<file path="src/rtl/regfile_sb_pkg.sv">
// Core-wide constants shared by the register file, its scoreboard and the bench.
package regfile_sb_pkg;

  localparam int unsigned DEF_DATA_W = 16;
  localparam int unsigned DEF_ADDR_W = 3;
  localparam int unsigned DEF_NUM_RD = 3;
  localparam int unsigned DEF_CNT_W  = 2;
  localparam int unsigned DEF_RO_IDX = 7;
  // The highest-numbered read port is reserved for the debugger.
  localparam int unsigned DBG_PORT   = DEF_NUM_RD - 1;

endpackage

</file>
<file path="src/rtl/regfile_sb_if.sv">
// Decode/execute side bus of the register file: read ports, issue check and writeback.
interface regfile_sb_if #(
  parameter int unsigned DATA_W = 16,
  parameter int unsigned ADDR_W = 3,
  parameter int unsigned NUM_RD = 3
);
  logic [NUM_RD*ADDR_W-1:0] rd_addr;
  logic [NUM_RD-1:0]        rd_chk;
  logic [NUM_RD*DATA_W-1:0] rd_data;
  logic [NUM_RD-1:0]        rd_busy;
  logic                     iss_valid;
  logic                     iss_wr;
  logic [ADDR_W-1:0]        iss_addr;
  logic                     iss_stall;
  logic                     wr_en;
  logic [ADDR_W-1:0]        wr_addr;
  logic [DATA_W-1:0]        wr_data;
  logic                     sb_err;

  modport master (
    output rd_addr, rd_chk, iss_valid, iss_wr, iss_addr, wr_en, wr_addr, wr_data,
    input  rd_data, rd_busy, iss_stall, sb_err
  );

  modport slave (
    input  rd_addr, rd_chk, iss_valid, iss_wr, iss_addr, wr_en, wr_addr, wr_data,
    output rd_data, rd_busy, iss_stall, sb_err
  );
endinterface

</file>
<file path="src/rtl/sb_counter.sv">
// Pending-write counter for one register: net count after this cycle's writeback.
module sb_counter #(
  parameter int unsigned CNT_W = 2
) (
  input  logic             clk,
  input  logic             reset,
  input  logic             inc,
  input  logic             dec,
  output logic [CNT_W-1:0] eff,
  output logic             full,
  output logic             underflow
);
  localparam int unsigned CNT_MAX = (1 << CNT_W) - 1;

  logic [CNT_W-1:0] cnt_q, cnt_d;

  // A writeback against an empty counter is flagged instead of wrapping.
  always_comb begin
    underflow = dec && (cnt_q == '0);
    eff       = cnt_q - CNT_W'(dec && (cnt_q != '0));
    full      = (eff == CNT_W'(CNT_MAX));
    cnt_d     = eff + CNT_W'(inc);
  end

  always_ff @(posedge clk or posedge reset) begin
    if (reset) cnt_q <= '0;
    else       cnt_q <= cnt_d;
  end
endmodule

</file>
<file path="src/rtl/regfile_sb.sv">
// Parametrised register file with same-cycle writeback bypass and a
// per-register pending-write scoreboard that drives the decode stall.
module regfile_sb
  import regfile_sb_pkg::*;
#(
  parameter int unsigned DATA_W = DEF_DATA_W,
  parameter int unsigned ADDR_W = DEF_ADDR_W,
  parameter int unsigned NUM_RD = DEF_NUM_RD,
  parameter int unsigned CNT_W  = DEF_CNT_W,
  parameter bit          RO_EN  = 1'b1,
  parameter int unsigned RO_IDX = DEF_RO_IDX
) (
  input  logic         clk,
  input  logic         reset,
  regfile_sb_if.slave  bus
);
  localparam int unsigned DEPTH = 1 << ADDR_W;

  logic [DATA_W-1:0]        mem_q [DEPTH];
  logic [DATA_W-1:0]        mem_d [DEPTH];
  logic                     err_q, err_d;
  logic                     wp, acc, full_c, stall_c;
  logic [ADDR_W-1:0]        ra;
  logic [DEPTH-1:0]         dec_v, inc_v, full_v, unf_v;
  logic [CNT_W-1:0]         eff_a [DEPTH];
  logic [NUM_RD-1:0]        rd_busy_c;
  logic [NUM_RD*DATA_W-1:0] rd_data_c;

  for (genvar r = 0; r < DEPTH; r++) begin : g_cnt
    sb_counter #(.CNT_W(CNT_W)) u_cnt (
      .clk       (clk),
      .reset     (reset),
      .inc       (inc_v[r]),
      .dec       (dec_v[r]),
      .eff       (eff_a[r]),
      .full      (full_v[r]),
      .underflow (unf_v[r])
    );
  end

  // Writeback qualification and bypassed reads; busy uses the post-writeback count.
  always_comb begin
    wp        = bus.wr_en && !(RO_EN && (bus.wr_addr == ADDR_W'(RO_IDX)));
    dec_v     = '0;
    dec_v[bus.wr_addr] = wp;
    ra        = '0;
    rd_busy_c = '0;
    rd_data_c = '0;
    for (int i = 0; i < NUM_RD; i++) begin
      ra = bus.rd_addr[i*ADDR_W +: ADDR_W];
      rd_data_c[i*DATA_W +: DATA_W] = (wp && (bus.wr_addr == ra)) ? bus.wr_data : mem_q[ra];
      rd_busy_c[i] = (eff_a[ra] != '0);
    end
  end

  // Issue check: source hazards on checked ports, or destination counter saturated.
  always_comb begin
    full_c  = bus.iss_wr && full_v[bus.iss_addr];
    stall_c = bus.iss_valid && ((|(bus.rd_chk & rd_busy_c)) || full_c);
    acc     = bus.iss_valid && !stall_c && bus.iss_wr &&
              !(RO_EN && (bus.iss_addr == ADDR_W'(RO_IDX)));
    inc_v   = '0;
    inc_v[bus.iss_addr] = acc;
  end

  always_comb begin
    mem_d = mem_q;
    if (wp) mem_d[bus.wr_addr] = bus.wr_data;
    err_d = err_q || (|(unf_v & dec_v));
  end

  always_ff @(posedge clk or posedge reset) begin
    if (reset) begin
      for (int r = 0; r < DEPTH; r++) mem_q[r] <= '0;
      err_q <= 1'b0;
    end else begin
      mem_q <= mem_d;
      err_q <= err_d;
    end
  end

  assign bus.rd_data   = rd_data_c;
  assign bus.rd_busy   = rd_busy_c;
  assign bus.iss_stall = stall_c;
  assign bus.sb_err    = err_q;
endmodule

</file>
<file path="src/flat_wrapper.sv">
// flat-port wrapper written by rule: the top's interface ports become plain ports
module regfile_sb_flat import regfile_sb_pkg::*;
#(
  parameter int unsigned DATA_W = DEF_DATA_W,
  parameter int unsigned ADDR_W = DEF_ADDR_W,
  parameter int unsigned NUM_RD = DEF_NUM_RD,
  parameter int unsigned CNT_W  = DEF_CNT_W,
  parameter bit          RO_EN  = 1'b1,
  parameter int unsigned RO_IDX = DEF_RO_IDX
)
  (clk, reset, bus_rd_addr, bus_rd_chk, bus_iss_valid, bus_iss_wr, bus_iss_addr, bus_wr_en, bus_wr_addr, bus_wr_data, bus_rd_data, bus_rd_busy, bus_iss_stall, bus_sb_err);
  regfile_sb_if #(.DATA_W(DATA_W), .ADDR_W(ADDR_W), .NUM_RD(NUM_RD)) bus_i ();
  input  logic clk;
  input  logic reset;
  input wire logic [$bits(bus_i.rd_addr)-1:0] bus_rd_addr;
  input wire logic [$bits(bus_i.rd_chk)-1:0] bus_rd_chk;
  input wire logic [$bits(bus_i.iss_valid)-1:0] bus_iss_valid;
  input wire logic [$bits(bus_i.iss_wr)-1:0] bus_iss_wr;
  input wire logic [$bits(bus_i.iss_addr)-1:0] bus_iss_addr;
  input wire logic [$bits(bus_i.wr_en)-1:0] bus_wr_en;
  input wire logic [$bits(bus_i.wr_addr)-1:0] bus_wr_addr;
  input wire logic [$bits(bus_i.wr_data)-1:0] bus_wr_data;
  output wire logic [$bits(bus_i.rd_data)-1:0] bus_rd_data;
  output wire logic [$bits(bus_i.rd_busy)-1:0] bus_rd_busy;
  output wire logic [$bits(bus_i.iss_stall)-1:0] bus_iss_stall;
  output wire logic [$bits(bus_i.sb_err)-1:0] bus_sb_err;
  assign bus_i.rd_addr = bus_rd_addr;
  assign bus_i.rd_chk = bus_rd_chk;
  assign bus_i.iss_valid = bus_iss_valid;
  assign bus_i.iss_wr = bus_iss_wr;
  assign bus_i.iss_addr = bus_iss_addr;
  assign bus_i.wr_en = bus_wr_en;
  assign bus_i.wr_addr = bus_wr_addr;
  assign bus_i.wr_data = bus_wr_data;
  assign bus_rd_data = bus_i.rd_data;
  assign bus_rd_busy = bus_i.rd_busy;
  assign bus_iss_stall = bus_i.iss_stall;
  assign bus_sb_err = bus_i.sb_err;
  regfile_sb #(.DATA_W(DATA_W), .ADDR_W(ADDR_W), .NUM_RD(NUM_RD), .CNT_W(CNT_W), .RO_EN(RO_EN), .RO_IDX(RO_IDX)) u_core (.clk(clk), .reset(reset), .bus(bus_i));
endmodule
</file>
<file path="config.mk">
export PLATFORM = sky130hd
export DESIGN_NAME = regfile_sb_flat
export DESIGN_NICKNAME = d
export VERILOG_FILES = /design/src/rtl/regfile_sb_pkg.sv /design/src/rtl/regfile_sb_if.sv /design/src/rtl/sb_counter.sv /design/src/rtl/regfile_sb.sv /design/src/flat_wrapper.sv
export SDC_FILE = /design/constraint.sdc
export NUM_CORES = 1
export LEC_CHECK = 0
export CAP_MARGIN = 20
export CORE_ASPECT_RATIO = 1.2
export CORE_MARGIN = 3
export CORE_UTILIZATION = 45
export CTS_CLUSTER_SIZE = 16
export DETAILED_ROUTE_END_ITERATION = 12
export PLACE_DENSITY = 0.69
export SLEW_MARGIN = 0
export SYNTH_ARGS = -nofsm -noshare
export SYNTH_HDL_FRONTEND = slang
export SYNTH_SLANG_ARGS = --single-unit
</file>
<file path="constraint.sdc">
create_clock -name clk -period 7.3 [get_ports clk]
set_input_delay 1.46 -clock clk [delete_from_list [all_inputs] [get_ports clk]]
set_output_delay 1.46 -clock clk [all_outputs]
set_load 0.03 [all_outputs]
</file>
Word-level counts from Yosys, hierarchy flattened. Cells that the tools add are included.

Add/sub/neg operators: 16. Magnitude comparators: 9. Equal/unequal tests: 13. Multiplexer cells: 30. Bitwise operators: 8. Reduce and logical (&&, ||, !) cells: 54.

Operators with widths (number): 2-to-1 mux 16 bit (10); binary-select mux 16 bit (select 3 bit) (3); bitwise mux 128 bit (1); demux 16 bit (select 3 bit) (1); logical AND 1 bit (28); bitwise AND 8 bit (3); nonzero test 2 bit (11); binary-select mux 2 bit (select 3 bit) (3); adder 2 x 1 -> 2 bit (8); equality test 2 bit (second input constant) (8); greater-or-equal comparator 4 bit (second input constant) (4); zero test 2 bit (8); inverter 3 -> 4 bit (4); subtractor 2 x 1 -> 2 bit (8); 2-to-1 mux 2 bit (6); equality test 3 bit (3); less-than comparator 3 x 4 -> 1 bit (second input constant) (2); OR reduction 8 bit (1); demux 1 bit (select 3 bit) (2); equality test 3 bit (second input constant) (2); greater-or-equal comparator 3 x 1 -> 1 bit (second input constant) (2); less-than comparator 4 x 1 -> 1 bit (second input constant) (1); bitwise AND 3 bit (1); binary-select mux 1 bit (select 3 bit) (1); other kinds (4) (9).

Register bits: 145. Input bits: 39. Output and inout port bits: 53. Logic and storage cells: 147.

Logic depth before layout (Yosys ltp).
Depth after elaboration: 21. Gate-level depth with buffers: 15. Gate-level depth less buffers: 12.

Hierarchy. From an unflattened synthesis, not the netlist that was laid out.

Cell total of the unflattened synthesis: 830. Area, all modules: 10054.6 µm².

Modules (own cells, without submodules): regfile_sb (times used 1, cells each 726, area each 8983.6 µm², sequential area each 3228.1 µm²); sb_counter (times used 8, cells each 13, area each 133.9 µm², sequential area each 50.0 µm²).

Worst setup path after synthesis. Ideal clock, no wire load.

Path kind: in2out. Start: input port bus_wr_en. End: output port bus_iss_stall. Data arrival time: 4060 ps. Data required time: 5840 ps. Slack: 1780 ps. Stages on the path: 12. Path through: buf_2 -> nand2b_1 -> nor3b_2 -> buf_2 -> nor2b_1 -> ha_1 -> xor2_1 -> o221ai_1 -> a31oi_1 -> o21ai_1 -> nand4_4 -> and2_1.

Word-level cells in the longest chain between the ends: 12. Elaborated cells on any way between the ends: 45.

RTL lines: from (decl) (line flat_wrapper.sv:20) `input wire logic [$bits(bus_i.wr_en)-1:0] bus_wr_en;`; logical AND 1 bit (*) (line regfile_sb.sv:43) `wp = bus.wr_en && !(RO_EN && (bus.wr_addr == ADDR_W'(RO_IDX)));`; bitwise AND 8 bit (no source line) (*); logical AND 1 bit (line sb_counter.sv:20) `eff = cnt_q - CNT_W'(dec && (cnt_q != '0));`; subtractor 2 x 1 -> 2 bit (line sb_counter.sv:20); binary-select mux 2 bit (select 3 bit) (line regfile_sb.sv:52) `rd_busy_c[i] = (eff_a[ra] != '0);`; 2-to-1 mux 2 bit (implied by the code) (2 in a row) (line regfile_sb.sv:52); nonzero test 2 bit (line regfile_sb.sv:52); bitwise AND 3 bit (line regfile_sb.sv:59) `stall_c = bus.iss_valid && ((|(bus.rd_chk & rd_busy_c)) || full_c);`; OR reduction 3 bit (line regfile_sb.sv:59); logical OR 1 bit (*) (line regfile_sb.sv:59); logical AND 1 bit (*) (line regfile_sb.sv:59); to (decl) (line flat_wrapper.sv:25) `output wire logic [$bits(bus_i.iss_stall)-1:0] bus_iss_stall;`.

Mark *: on every way between the ends. The rest lies on a longest branch, timed or not. The select of a mux whose other input is x is not followed.

Worst setup path in the final report.
Start: input port bus_wr_addr[2]. End: output port bus_rd_busy[2].

Word-level cells in the longest chain between the ends: 11. Elaborated cells on any way between the ends: 29.

RTL lines: from (decl) (line flat_wrapper.sv:21) `input wire logic [$bits(bus_i.wr_addr)-1:0] bus_wr_addr;`; less-than comparator 3 x 4 -> 1 bit (implied by the code) or greater-or-equal comparator 3 x 1 -> 1 bit (tied branches) (line regfile_sb.sv:45) `dec_v[bus.wr_addr] = wp;`; logical AND 1 bit (implied by the code) (line regfile_sb.sv:45); 2-to-1 mux 1 bit (implied by the code) (line regfile_sb.sv:45); demux 1 bit (select 3 bit); bitwise AND 8 bit (no source line) (*); logical AND 1 bit (line sb_counter.sv:20); subtractor 2 x 1 -> 2 bit (line sb_counter.sv:20); binary-select mux 2 bit (select 3 bit) (*) (line regfile_sb.sv:52); 2-to-1 mux 2 bit (implied by the code) (*) (2 in a row) (line regfile_sb.sv:52); nonzero test 2 bit (*) (line regfile_sb.sv:52); to (decl) (line flat_wrapper.sv:24) `output wire logic [$bits(bus_i.rd_busy)-1:0] bus_rd_busy;`.

Marked as above.

==> impl_metrics.toml <==
[status]
status = "complete, no violations"

[final_layout]
nNetsFinal = 816
design_area_mm2 = 0.0115
n_antenna_cell = 0
layout-drive-gt1-share_pct = 47.9
synthToLayoutAreaGrowth_pct = 15.8

[floorplanning]
initial_utilization_pct = 45.9
coreArea_mm2 = 0.0217
die_height_um = 169
die_area_mm2 = 0.0240
fp.dieW_um = 142
num_rows = 59
io_pins = 92

[clocking]
cts_root_buf = "clkbuf_16"
numCtsBuffers = 17
cts_resized = 0
clkTransAtPathRegs_ns = 0.06
ctsHtreeMaxLevel = 4
cts_hold_buf = 0
clockBufferDepth = 2
worstSkewPairLatency_ns = 0.42
post_cts_buffers = 0
cts_tree = "built"
cts_sinks = 145

[setup_path]
cp.required_ns = 5.84
crit_path_max_fanout = 13
critPathKind = "input pin to output port"
end_kind = "output port"
cp.arrival_ns = 4.76
cp-start-kind = "input pin"

[global_route]
grt-ovfl-total = 0
grt_pass1_wl_um = 41500
grt_max_degree = 88
grtUsageTotal_pct = 22.6
grt_pass1_vias = 7186
antenna_found_initial = 0

[pwr]
ir_drop_uv = 148
powerDensity_mw_per_mm2 = 288
power.leakage_nw = 4.71

[place]
place_congestion = 0.863
dp_hpwl_um = 17100
place_area_mm2 = 0.0109
portBuffers = 91

[timing]
setup_viol = 0
grt_setup_unrepaired = "no"
tightest_slew_ns = 0.837
fin_setup_tns_ns = 0
hold_violations = 0
relSlewSlack_pct = 44.2
fin_crit_sh_pct = 85.3
clock_skew_ns = 0.00964
fin_crit_ns = 6.22
maxSlewViolCount = 0
maxClockFrequency_ghz = 0.161

[logic_synthesis]
yosysTopAreaCell = "dfrtp_1"
ys_ff_latch = 145
synth_common_cells = "mux2_2, dfrtp_1, mux4_2"
yosys_warnings = 0
synth_edf_count = 0
syn_avg_cell_area_um2 = 14.0
ys_types = 59
synth.area.top_cells = "dfrtp_1, mux2_2, mux4_2"
netlist_instances = 710
yosysTopAreaCellShare_pct = 36.4
seq_area_frac_synth_pct = 36.4
postSynth.asyncResetShare_pct = 100
synth_area_mm2 = 0.00997
dominantRegCellSynth = "dfrtp_1"
synth_most_common_cell = "mux2_2"

[route]
viasPerCell = 6.40
drtPass1Iterations = 5
ant_nets = 0
drt-total-wl_um = 26500
vias = 6703
first_iter_violations = 295
wl_per_cell_um = 25.3
drc = 0

[hold_path]
hold_class = "flip-flop to flip-flop"

[flow_run]
maxCapViolations = 0
-- report_power, final --
part           switching [W]  internal, W  leakage, nW  total, W
clock network       0.000343     0.000545        0.296  0.000888
registers           0.000167     0.000988         1.76   0.00115
logic               0.000600     0.000681         2.65   0.00128
-- layout make-up --
| cell class | instances | area [um^2] |
|---|---|---|
| clock buffer | 18 | 439 |
| fill | 1824 | 10200 |
| timing repair buffer | 111 | 1040 |
| tap | 274 | 343 |
| multi-input combinational | 466 | 5850 |
| clock inverter | 14 | 161 |
| sequential | 145 | 3630 |
| inverter | 20 | 80.1 |
-- final timing paths --
path | slack (ns) | cells past startpoint | end | from
max | 1.08 | 10 | bus_rd_busy[2] | bus_wr_addr[2]
min | 0.42 | 0 | u_core.mem_q[8] | u_core.mem_q[8]
max reg2reg | 4.14 | 11 | u_core.g_cnt[4].u_cnt.cnt_q[1] | u_core.g_cnt[0].u_cnt.cnt_q[1]
min reg2reg | 0.42 | 0 | u_core.mem_q[8] | u_core.mem_q[8]
max in group asynchronous | 4.41 | 3 | u_core.mem_q[109] | reset
min in group asynchronous | 1.58 | 2 | u_core.g_cnt[0].u_cnt.cnt_q[1] | reset
-- registers in the layout, summed over array words and instances (netlist names) --
| register | count |
|---|---|
| u_core.mem_q | 128 |
| u_core.bus.sb_err | 1 |
| u_core.g_cnt.u_cnt.cnt_q | 16 |
-- critical path: stages --
cell and delay, ns:
clkdlybuf4s50_1 0.66, nand2b_1 0.34, nor3b_2 0.22, nor2b_1 0.18
ha_1 0.18, xor2_1 0.42, o221ai_1 0.21, a31oi_1 0.27
or2_2 0.15, clkdlybuf4s50_1 0.67
-- through the flow --
stage               worst slack, ns  utilization (%)  hold WS [ns]  cells  power [W]
finish                         1.08             53.2         0.420   1048    0.00332
global route                  0.898             53.2         0.434   1048    0.00349
CTS                            1.13             53.2         0.421   1048    0.00334
detailed placement             1.18             50.4         0.408   1016    0.00244
global placement               1.23             50.4         0.391   1016    0.00238
floorplan                      1.78                -         0.454    711    0.00206
-- routing by layer --
layer | global-route usage (%) | routed length [um] | vias to the layer above
met1 | 29.0 | 10900 | 3553
met2 | 38.8 | 13800 | 269
met3 | 3.81 | 1340 | 38
li1 | - | - | 2843
met5 | 0 | 0 | -
met4 | 7.64 | 437 | 0
-- layout by cell type, fill, tap and decap left out, drive strengths merged, types with 2 or more instances in the layout --
master	instances
nor4b	3
nand3	15
clkinv	7
dfrtp	145
xor2	16
conb	2
a32oi	2
ha	16
mux2	210
mux4	96
bufinv	3
o2111ai	2
o311ai	5
nand3b	8
o21ai	7
nand4	2
nand4b	2
nand2b	3
o31ai	2
clkbuf	18
or2	3
nor3	9
clkdlybuf4s50	84
nor2	16
xnor2	7
a211oi	2
o211a	2
clkinvlp	2
nor4	6
nand2	10
o22ai	2
buf	27
o32ai	2
o221ai	2
nor3b	2
nor2b	3
inv	22
-- cell families after synthesis --
kind of cell	share of synthesized area, %
AO/OA/AOI/OAI	2.77
XOR/XNOR	2.25
adder cells (fa/ha/maj)	2.01
buffers and inverters	4.96
flip-flops	36.4
multiplexers	46.2
other	0.0376
AND/OR/NAND/NOR	5.33
Note: power is estimated with default switching activity, not from simulation.
